===== config.mk =====
export PLATFORM = sky130hd
export DESIGN_NAME = shift_serializer
export DESIGN_NICKNAME = d
export VERILOG_FILES = /design/src/rtl/shift_serializer_pkg.sv /design/src/rtl/shift_serializer_hold_buf.sv /design/src/rtl/shift_serializer.sv
export SDC_FILE = /design/constraint.sdc
export NUM_CORES = 1
export LEC_CHECK = 0
export CAP_MARGIN = 15
export CORE_UTILIZATION = 54
export DETAILED_ROUTE_END_ITERATION = 12
export PLACE_DENSITY = 0.91
export SYNTH_ARGS = -nofsm -noshare
export SYNTH_HDL_FRONTEND = slang
export SYNTH_SLANG_ARGS = --single-unit
export TNS_END_PERCENT = 50

===== constraint.sdc =====
create_clock -name clk -period 3.7 [get_ports clk]
set_input_delay 0.37 -clock clk [delete_from_list [all_inputs] [get_ports clk]]
set_output_delay 0.37 -clock clk [all_outputs]
set_load 0.05 [all_outputs]

===== src/rtl/shift_serializer_pkg.sv =====
// Shared definitions for the serializer feeding the 4-bit serial-in shift register:
// FSM encoding, counter-width helper and the default word width.
package shift_pkg;

   typedef enum logic [1:0] {
      ST_IDLE  = 2'd0,
      ST_SHIFT = 2'd1,
      ST_GAP   = 2'd2
   } state_t;

   localparam int DEF_WIDTH = 4;

   // Bits needed to hold values 0..n-1; never less than 1.
   function automatic int clog2(input int n);
      int r;
      r = 1;
      for (int i = 1; i < 31; i++) begin
         if ((1 << i) < n) r = i + 1;
      end
      return r;
   endfunction

endpackage


===== src/rtl/shift_serializer_hold_buf.sv =====
// One-entry holding slot for the next word to serialize.
// Latency: written word visible on rdata the cycle after wr.
// Backpressure: writer must not write while full; rd clears full at the edge.
module tx_hold_buf #(
   parameter int WIDTH = 4
) (
   input  logic             clk,
   input  logic             rst,
   input  logic             wr,
   input  logic [WIDTH-1:0] wdata,
   input  logic             rd,
   output logic [WIDTH-1:0] rdata,
   output logic             full
);

   always_ff @(posedge clk) begin
      if (rst) begin
         full  <= 1'b0;
         rdata <= '0;
      end else if (wr) begin
         full  <= 1'b1;
         rdata <= wdata;
      end else if (rd) begin
         full  <= 1'b0;
      end
   end

endmodule


===== src/rtl/shift_serializer.sv =====
// Parallel-to-serial stage: WIDTH-bit words in over valid/ready, one bit per clk out.
// Latency: first bit on sout the cycle after the accepting edge; GAP idle cycles between words.
// Backpressure: din_ready drops only while the one-entry hold slot is occupied (or in reset).
module shift_serializer
   import shift_pkg::*;
#(
   parameter int WIDTH     = DEF_WIDTH,
   parameter int GAP       = 1,
   parameter int MSB_FIRST = 1
) (
   input  logic             clk,
   input  logic             rst,
   input  logic [WIDTH-1:0] din,
   input  logic             din_valid,
   output logic             din_ready,
   output logic             sout,
   output logic             sout_valid,
   output logic             frame,
   output logic             word_done,
   output logic             busy
);

   localparam int CW = clog2(WIDTH);
   localparam int GW = (GAP > 1) ? clog2(GAP) : 1;
   localparam logic [CW-1:0] CNT_FIRST = CW'(WIDTH - 1);

   state_t           state, state_nx;
   logic [WIDTH-1:0] shreg, shreg_nx, shifted;
   logic [CW-1:0]    cnt, cnt_nx;
   logic [GW-1:0]    gcnt, gcnt_nx;
   logic             accept, sel;
   logic             hold_wr, hold_rd, hold_full;
   logic [WIDTH-1:0] hold_data;

   tx_hold_buf #(.WIDTH(WIDTH)) u_hold (
      .clk   (clk),
      .rst   (rst),
      .wr    (hold_wr),
      .wdata (din),
      .rd    (hold_rd),
      .rdata (hold_data),
      .full  (hold_full)
   );

   assign din_ready = !hold_full && !rst;
   assign accept    = din_valid && din_ready;
   assign shifted   = (MSB_FIRST != 0) ? {shreg[WIDTH-2:0], 1'b0} : {1'b0, shreg[WIDTH-1:1]};

   always_ff @(posedge clk) begin
      if (rst) begin
         state <= ST_IDLE;
         shreg <= '0;
         cnt   <= '0;
         gcnt  <= '0;
      end else begin
         state <= state_nx;
         shreg <= shreg_nx;
         cnt   <= cnt_nx;
         gcnt  <= gcnt_nx;
      end
   end

   always_comb begin
      state_nx = state;
      shreg_nx = shreg;
      cnt_nx   = cnt;
      gcnt_nx  = gcnt;
      hold_wr  = 1'b0;
      hold_rd  = 1'b0;
      sel      = 1'b0;
      case (state)
         ST_IDLE: begin
            if (accept) begin
               shreg_nx = din;
               cnt_nx   = CNT_FIRST;
               state_nx = ST_SHIFT;
            end
         end
         ST_SHIFT: begin
            shreg_nx = shifted;
            hold_wr  = accept;
            if (cnt != '0) begin
               cnt_nx = cnt - 1'b1;
            end else if (GAP > 0) begin
               state_nx = ST_GAP;
               gcnt_nx  = GW'(GAP - 1);
            end else begin
               sel = 1'b1;
            end
         end
         ST_GAP: begin
            hold_wr = accept;
            if (gcnt != '0) gcnt_nx = gcnt - 1'b1;
            else            sel     = 1'b1;
         end
         default: state_nx = ST_IDLE;
      endcase

      // The held word wins; with the slot empty a word offered right now goes straight in.
      if (sel) begin
         if (hold_full) begin
            hold_rd  = 1'b1;
            shreg_nx = hold_data;
            cnt_nx   = CNT_FIRST;
            state_nx = ST_SHIFT;
         end else if (accept) begin
            hold_wr  = 1'b0;
            shreg_nx = din;
            cnt_nx   = CNT_FIRST;
            state_nx = ST_SHIFT;
         end else begin
            state_nx = ST_IDLE;
         end
      end
   end

   assign sout_valid = (state == ST_SHIFT);
   assign sout       = sout_valid && ((MSB_FIRST != 0) ? shreg[WIDTH-1] : shreg[0]);
   assign frame      = sout_valid && (cnt == CNT_FIRST);
   assign word_done  = sout_valid && (cnt == '0);
   assign busy       = (state != ST_IDLE) || hold_full;

endmodule


# ---- Yosys cells after proc, flatten, opt, wreduce, memory -nomap -nowiden
# Index checks and enable logic that the tools add are counted.
dict set report totals {
  out_inout_bits 6
  inputBits 7
  word_cells 62
  register_bits 14
}
dict set report op_classes {
  n_eq_ne 7
  add_sub_neg 2
  reduce_logical 17
  mux 30
}
# operator count
set ops {}
lappend ops {{2-to-1 mux 2 bit} 8}
lappend ops {{2-to-1 mux 4 bit} 4}
lappend ops {{2-to-1 mux 1 bit} 14}
lappend ops {{case mux 4 bit (2 select lines)} 1}
lappend ops {{nonzero test 2 bit} 4}
lappend ops {{inequality test 3 bit, second input constant} 2}
lappend ops {{case mux 2 bit (3 select lines)} 1}
lappend ops {{logical AND 1 bit} 5}
lappend ops {{== test 2 bit, second input constant} 2}
lappend ops {{zero test 2 bit} 2}
lappend ops {{inequality test 2 bit, second input constant} 2}
lappend ops {{case mux 2 bit (2 select lines)} 1}
lappend ops {{AND reduction 3 bit} 1}
lappend ops {{== test 2 x 1 -> 1 bit, second input constant} 1}
lappend ops {{zero test 1 bit} 2}
lappend ops {{case mux 1 bit (2 select lines)} 1}
lappend ops {{AND reduction 2 bit} 1}
lappend ops {{OR reduction 2 bit} 1}
lappend ops {{subtractor 2 x 1 -> 2 bit, second input constant} 1}
lappend ops {{logical OR 1 bit} 1}
lappend ops {{subtractor 1 bit, second input constant} 1}

# ---- Logic depth before layout (Yosys ltp)
# Gate-level depths: netlist of run 1.
dict set report depth {
  ltp_word 8
  mapped_depth 6
  ltp_nobuf 6
}

# ---- Cells and area by module
# Synthesis of run 1 repeated with hierarchy kept, for this count alone.
dict set report unflattened {
  hier_cells 86
  area_unflattened_um2 794.5
}
# module instances seq_area_each_um2 area_per_inst_um2 cells_per_inst
set modules_own_cells {}
lappend modules_own_cells {shift_serializer 1 160.2 613.1 69}
lappend modules_own_cells {tx_hold_buf 1 100.1 181.4 17}

# ---- Worst setup path after synthesis of run 1
# OpenSTA, ideal clock, no wires.
dict set report synth_timing {
  kind {register to output}
  start {register state[1]}
  end {output word_done}
  path_slack_ns 1.114
  arrival_time_ns 2.216
  stages_incl_launch_ff 4
  t_required_ns 3.330
  n_path_buf 0
  cell_sequence {dfxtp_1 > inv_1 > ha_1 > nor3b_1}
}
dict set report synth_via {
  elab_chain_len 2
}
# element line
set synth_lines {}
lappend synth_lines {{from (decl)} shift_serializer.sv:27} ;# state_t state, state_nx;
lappend synth_lines {{from (signal assigned)} shift_serializer.sv:56} ;# state <= state_nx;
lappend synth_lines {{== test 2 x 1 -> 1 bit} shift_serializer.sv:117} ;# assign sout_valid = (state == ST_SHIFT);
lappend synth_lines {{named net sout_valid} shift_serializer.sv:17} ;# output logic sout_valid,
lappend synth_lines {{logical AND 1 bit} shift_serializer.sv:120} ;# assign word_done = sout_valid && (cnt == '0);
lappend synth_lines {{to (decl)} shift_serializer.sv:19} ;# output logic word_done,
# The timed path passes the listed nets, and every way through them passes these cells.

# ---- Final worst setup path of run 1
dict set report layout_timing {
  start {input rst}
  end {output din_ready}
}
dict set report layout_via {
  elab_chain_len 2
}
# element line
set layout_lines {}
lappend layout_lines {{from (decl)} shift_serializer.sv:12} ;# input logic rst,
lappend layout_lines {{zero test 1 bit} shift_serializer.sv:45} ;# assign din_ready = !hold_full && !rst;
lappend layout_lines {{logical AND 1 bit} shift_serializer.sv:45}
lappend layout_lines {{to (decl)} shift_serializer.sv:15} ;# output logic din_ready,
# Every way passes these cells.

==> results.md, run 1 <==
* Worst setup SP type: primary input
* Leak pwr at ~0.00034 µW
* Final worst path period share at 0.674
* Port buffer count at 12
* CTS Buf Count at 3
* WL final at between 1000 and 1500 µm
* Post-Syn Area at 747 µm²
* Later-pin clock latency in the skew report at roughly 0.28 ns
* First-pass GRT wire length at ~2500 µm
* P per Cell Area at 699 mW/mm²
* Combinational power share at 0.523
* Total track usage at 0.241
* XOR/XNOR share of the synthesized area at 0
* CTS Root Cell: clkbuf_4
* Synth Register Bits at 13
* Core ar. at roughly 0.0013 mm²
* Post-synthesis mux area share at 0.0670
* Site row count at 13
* Slew @ Worst Pin at a little over 0.6 ns
* Sequential element share of the synthesized area at 0.348
* Crit path kind: primary input to primary output
* Mean routed wirelength per cell at approximately 13 µm
* Hold_buf cts at 0
* Crit-path cells: clkdlybuf4s50_1 -> nor2_1 -> clkdlybuf4s50_1
* Fin. Hold Viols at 0
* Switching Share at 0.451
* Placer Congestion at about 0.75
* Largest net degree at the start of global routing at 18
* Switch Pwr at between 200 and 300 µW
* Iter 0 DRT Violations at 21
* Final WS setup at 1.20 ns
* Simple-Gate Fraction of Synth Area at 0.283
* Synth Warn # at 0
* Crit path max-delay family: buffers and inverters
* GRT busiest layer: met1
* TritonCTS clock tree: yes
* Remaining DRCs at 0
* Status: completed
* Flop pwr share at 0.336
* Met3 Use GR at 0.0520
* Clk pwr share at 0.141
* Post-Syn Nets at roughly 100
* Min Clock Period, post-route at roughly 2.5 ns
* Slew Viols, Final at 0
* Top Ports at 13
* Crit-path most repeated cell: clkdlybuf4s50_1
* Ys async rst share at 0
* Sum of buffers and inverters on the critical path at 2
* DP Area at just under 900 µm²
* Setup crit end kind: primary output
* Ant diodes at 0
* CP arrival at around 2.1 ns
* Final Instance Area at between 800 and 900 µm²
* P_int at approximately 340 µW
* First-pass DRT Iterations at 5
* Critical Path Slowest Stage Cell: clkdlybuf4s50_1
* Finished Core Util at 0.688
* Fin Hold WS at 0.487 ns
* # clock sinks at 13
* Max frequency at about 400 MHz
* # Max-Cap Violations at 0
* Die X-Extent at 39.2 µm
* Detail Placement HPWL at between 1000 and 1500 µm
* Routed vias at 679
* Predominant post-synthesis flop cell: dfxtp_1
* H-tree depth at 1
* Synth Area in Compound Gates at 0.198
* Nets@finish at about 110
* Layout Skew at 0.00280 ns
* Crit Path Max Fanout at 17
* Sum Neg Setup Slack at 0 ns
* Vias per cell at around 6
* Instance count of the mapped netlist at around 90
* Met2 usage at 0.325
* P&R area growth vs syn at 19.9%
* WP data required at 3.33 ns
* Setup WS pre-CTS at between 1 and 1.5 ns
* DRT antenna net count at 0
* CP max stage delay at around 0.83 ns
* Adder-cell area share of the yosys netlist at 0.0670
* Worst slew margin at 0.586
* Die Area at between 0.0015 and 0.002 mm²
* Fillcell total at around 100
* Largest family of logic cells by synthesized area: simple AND/OR/NAND/NOR gates
* Post-synthesis cell type count at 27
* Setup bufs post-CTS at 0
* Die Y at between 30 and 40 µm
* Max Root-Sink Buffers at 2
* EDFF count, synth at 0
* GRT overflow at 0
* RSZ-0062 raised after global routing: no
* Post-cts sizing count at 0
* Peak supply drop at a little over 0.0005 V
* Vias in the first global route at 560
* Worst hold path type: register to register
* Initial core utilization at 0.574
* Final setup viols at 0
* Initial antenna violation count at 0
* Layout cells sized above 1 at 0.0693
* Met1 global-route usage at 0.336
* Average cell area after synthesis at about 8.5 µm²
* Reg clk slew, reported paths at roughly 0.070 ns
-- per-layer routing --
| metal | part of all wire | vias up |
|---|---|---|
| li1 | - | 340 |
| met5 | 0 | - |
| met1 | 0.50 | 320 |
| met3 | 0.040 | 4 |
| met2 | 0.44 | 15 |
| met4 | 0.021 | 0 |
-- sequential cells by signal, summed over array words and instances, names as in the netlist --
register / count
cnt: 2
u_hold.full: 1
state: 2
shreg: 4
u_hold.rdata: 4
-- cells in the final DEF (no fill, tap or decap), types with 3 or more instances in the layout --
| master | count |
|---|---|
| a221o_1 | 3 |
| ha_1 | 4 |
| mux2i_1 | 5 |
| a22oi_1 | 3 |
| clkbuf_4 | 3 |
| dfxtp_1 | 13 |
| clkdlybuf4s50_1 | 12 |
| o21ai_0 | 7 |
| inv_1 | 3 |
| nand2_1 | 8 |
| nor2_1 | 11 |
| a21oi_1 | 6 |
| nand2b_1 | 4 |
| o21ai_1 | 3 |
-- area by class of cell --
| type | count | area [µm²] | share of cell area |
|---|---|---|---|
| multi-input cells | 69 | 459 | 0.513 |
| inverters | 3 | 11.3 | 0.0126 |
| flip-flops and latches | 13 | 260 | 0.291 |
| repair buffers | 12 | 120 | 0.134 |
| clock buffers | 4 | 26.3 | 0.0293 |
| well taps | 15 | 18.8 | 0.0209 |
-- worst paths after layout --
path,start,endpoint,slack (ns),cells past startpoint
min,shreg[3],shreg[3],0.49,1
max reg2reg,state[0],u_hold.rdata[1],2.06,5
min reg2reg,shreg[3],shreg[3],0.49,1
max,rst,din_ready,1.20,3
-- cells in the mapped netlist, types with 2 or more instances --
library cell,n,area share
ha_1,4,0.067
and3_1,2,0.017
dfxtp_1,13,0.35
a22oi_1,3,0.030
nor2_1,11,0.055
nor2b_1,2,0.017
o21ai_0,7,0.047
nand2_1,8,0.040
nor3b_1,2,0.020
a221o_1,3,0.040
a21oi_1,6,0.040
o21ai_1,3,0.020
inv_1,3,0.015
nand2b_1,4,0.033
mux2i_1,5,0.067
-- power by group through the flow --
stage / Combinational [µW] / Clock [µW] / Sequential, µW
after floorplan: 260 / 0 / 199
after global placement: 323 / 0 / 210
after detailed placement: 329 / 0 / 212
after global routing: 361 / 97.8 / 217
final: 327 / 88.4 / 211
after CTS: 329 / 92.3 / 209
-- through the flow --
step / total power [µW] / std cells
after global routing: 676 / 116
after CTS: 631 / 116
after global placement: 533 / 112
final: 627 / 116
after floorplan: 458 / 88
after detailed placement: 541 / 112
-- logic make-up after synthesis --
family | count (synthesis)
AO/OA/AOI/OAI | 24
adder cells (fa/ha/maj) | 4
buffers and inverters | 6
flip-flops | 13
multiplexers | 5
AND/OR/NAND/NOR | 36
Note: power is estimated with default switching activity, not from simulation.
==> inputs of run 2 (changes only) <==
CORE_UTILIZATION = 50   (was 54)
PLACE_DENSITY = 0.86   (was 0.91)
clock period = 2.4 ns   (was 3.7 ns; I/O delays follow)
==> run 2 against run 1 <==
Against the previous run:
- count of clock-buffer cells in the layout did not move
- clock power increased by 56%
- critical endpoint is now frame
- cell count is 1.7% higher
- via count fell by 0.59%
==> results.md, run 2 (synthesis gave the netlist of run 1 again) <==
* Status: completed
* Die Y at 40.7 µm
* Later-pin clock latency in the skew report at ~0.28 ns
* Reg2reg end: u_hold.rdata[1]
* Sum Neg Setup Slack at 0 ns
* Fin. Hold Viols at 0
* H-tree depth at 1
* Max Root-Sink Buffers at 2
* Layout cells sized above 1 at 0.107
* DRT antenna net count at 0
* WP depth at 4
* Iter 0 DRT Violations at 12
* Commonest non-fill, non-tap cell in the layout: dfxtp_1
* Layout Skew at between 0.004 and 0.005 ns
* WL final at ~1500 µm
* # Max-Cap Violations at 0
* Hold wc startpoint: shreg[3]
* Ant diodes at 0
* GRT overflow at 0
* Initial antenna violation count at 0
* Slew Viols, Final at 0
* CP endpoint: frame
* RSZ-0062 raised after global routing: no
* Max frequency at 438 MHz
* Final setup viols at 0
* Sum of buffers and inverters on the critical path at 2
* Peak supply drop at 0.000665 V
* Hold_buf cts at 0
* Vias per cell at between 5 and 6
* P&R area growth vs syn at 22.6%
* Worst hold path type: register to register
* Reg clk slew, reported paths at roughly 0.080 ns
* R2R depth at 5
* First-pass GRT wire length at 2280 µm
* CP max stage delay at slightly below 0.8 ns
* Site row count at 13
* Min Clock Period, post-route at between 2 and 2.5 ns
* Vias in the first global route at about 530
* WP data required at approximately 2.2 ns
* Nets@finish at 115
* Final WS setup at ~0.12 ns
* TritonCTS clock tree: yes
* Final Instance Area at about 920 µm²
* Detail Placement HPWL at around 1100 µm
* Total power at 985 µW
* Crit path from: state[1]
* Finished Core Util at 0.678
* Crit Path Max Fanout at 10
* P per Cell Area at between 1000 and 1500 mW/mm²
* Top Ports at 13
* CTS Buf Count at 3
* Reg-to-reg startpoint: state[0]
* Setup crit end kind: primary output
* Routed vias at ~680
* DP Area at ~900 µm²
* CP arrival at 2.04 ns
* Worst setup SP type: register
* Reg2reg setup slack at ~0.79 ns
* CTS Root Cell: clkbuf_4
* Largest net degree at the start of global routing at 17
* Port buffer count at 12
* Most frequent cells in the layout: dfxtp_1 (13), nor2_1 (11), clkdlybuf4s50_1 (10)
* Biggest regs: shreg x4, u_hold.rdata x4
* Initial core utilization at 0.553
* Critical Path Slowest Stage Cell: clkdlybuf4s50_1
* Final worst path period share at 0.951
* Placer Congestion at 0.751
* # clock sinks at 13
* Die X-Extent at slightly above 40 µm
* First-pass DRT Iterations at 4
* Remaining DRCs at 0
* Mean routed wirelength per cell at 12.6 µm
* Crit-path cells: inv_1 -> ha_1 -> and3_1 -> clkdlybuf4s50_1
* Die Area at between 0.0015 and 0.002 mm²
* Core ar. at 0.00135 mm²
* Total track usage at 0.220
* Crit path kind: register to primary output
* Crit path max-delay family: buffers and inverters
* Setup WS pre-CTS at 0.389 ns
* Worst slew margin at 0.668
* Leak pwr at about 0.00037 µW
* Slew @ Worst Pin at 0.497 ns
run 2: cell count changes in the layout (fill, tap and decap cells not counted):
cell | before | now
buf_4 | 0 | 3
clkdlybuf4s50_1 | 12 | 10
dlymetal6s2s_1 | 0 | 1
nor3b_1 | 2 | 1
nor3b_2 | 0 | 1
run 2: timing repair:
| action | in CTS | in global routing |
|---|---|---|
| gates resized for setup | 0 | 1 |
| hold endpoints to repair | 0 | 0 |
| setup buffers | 0 | 0 |
| endpoints found under the setup margin | 0 | 1 |
run 2: cell type report:
| class | instances | area, µm² |
|---|---|---|
| Timing Repair Buffer | 14 | 135 |
| Tap cell | 15 | 18.8 |
| Clock buffer | 4 | 26.3 |
| Fill cell | 109 | 434 |
| Sequential cell | 13 | 260 |
| Inverter | 3 | 11.3 |
| Multi-Input combinational cell | 69 | 464 |
run 2: worst min path at each step:
stage	cells past startpoint	end
final	1	shreg[3]
after global routing	1	shreg[3]
after CTS	1	shreg[3]
after detailed placement	1	shreg[3]
after global placement	2	u_hold.rdata[0]
after floorplan	2	u_hold.rdata[0]
run 2: stage by stage:
stage	hold WS [ns]	std cells
after CTS	0.495	118
after global routing	0.499	118
after detailed placement	0.477	114
after floorplan	0.387	88
final	0.488	118
after global placement	0.469	114
run 2: metal layers:
| metal | vias up | share of wire | track usage |
|---|---|---|---|
| met5 | - | 0 | 0 |
| met4 | 0 | 0.019 | 0.125 |
| met3 | 5 | 0.032 | 0.0815 |
| met2 | 14 | 0.45 | 0.317 |
| met1 | 313 | 0.49 | 0.277 |
| li1 | 343 | - | - |
run 2: power by group:
part / switching [µW] / leakage, µW / internal [µW]
clock network: 73.4 / 0.0000150 / 64.6
registers: 38.7 / 0.000106 / 266
logic: 334 / 0.000246 / 208
total: 446 / 0.000368 / 539
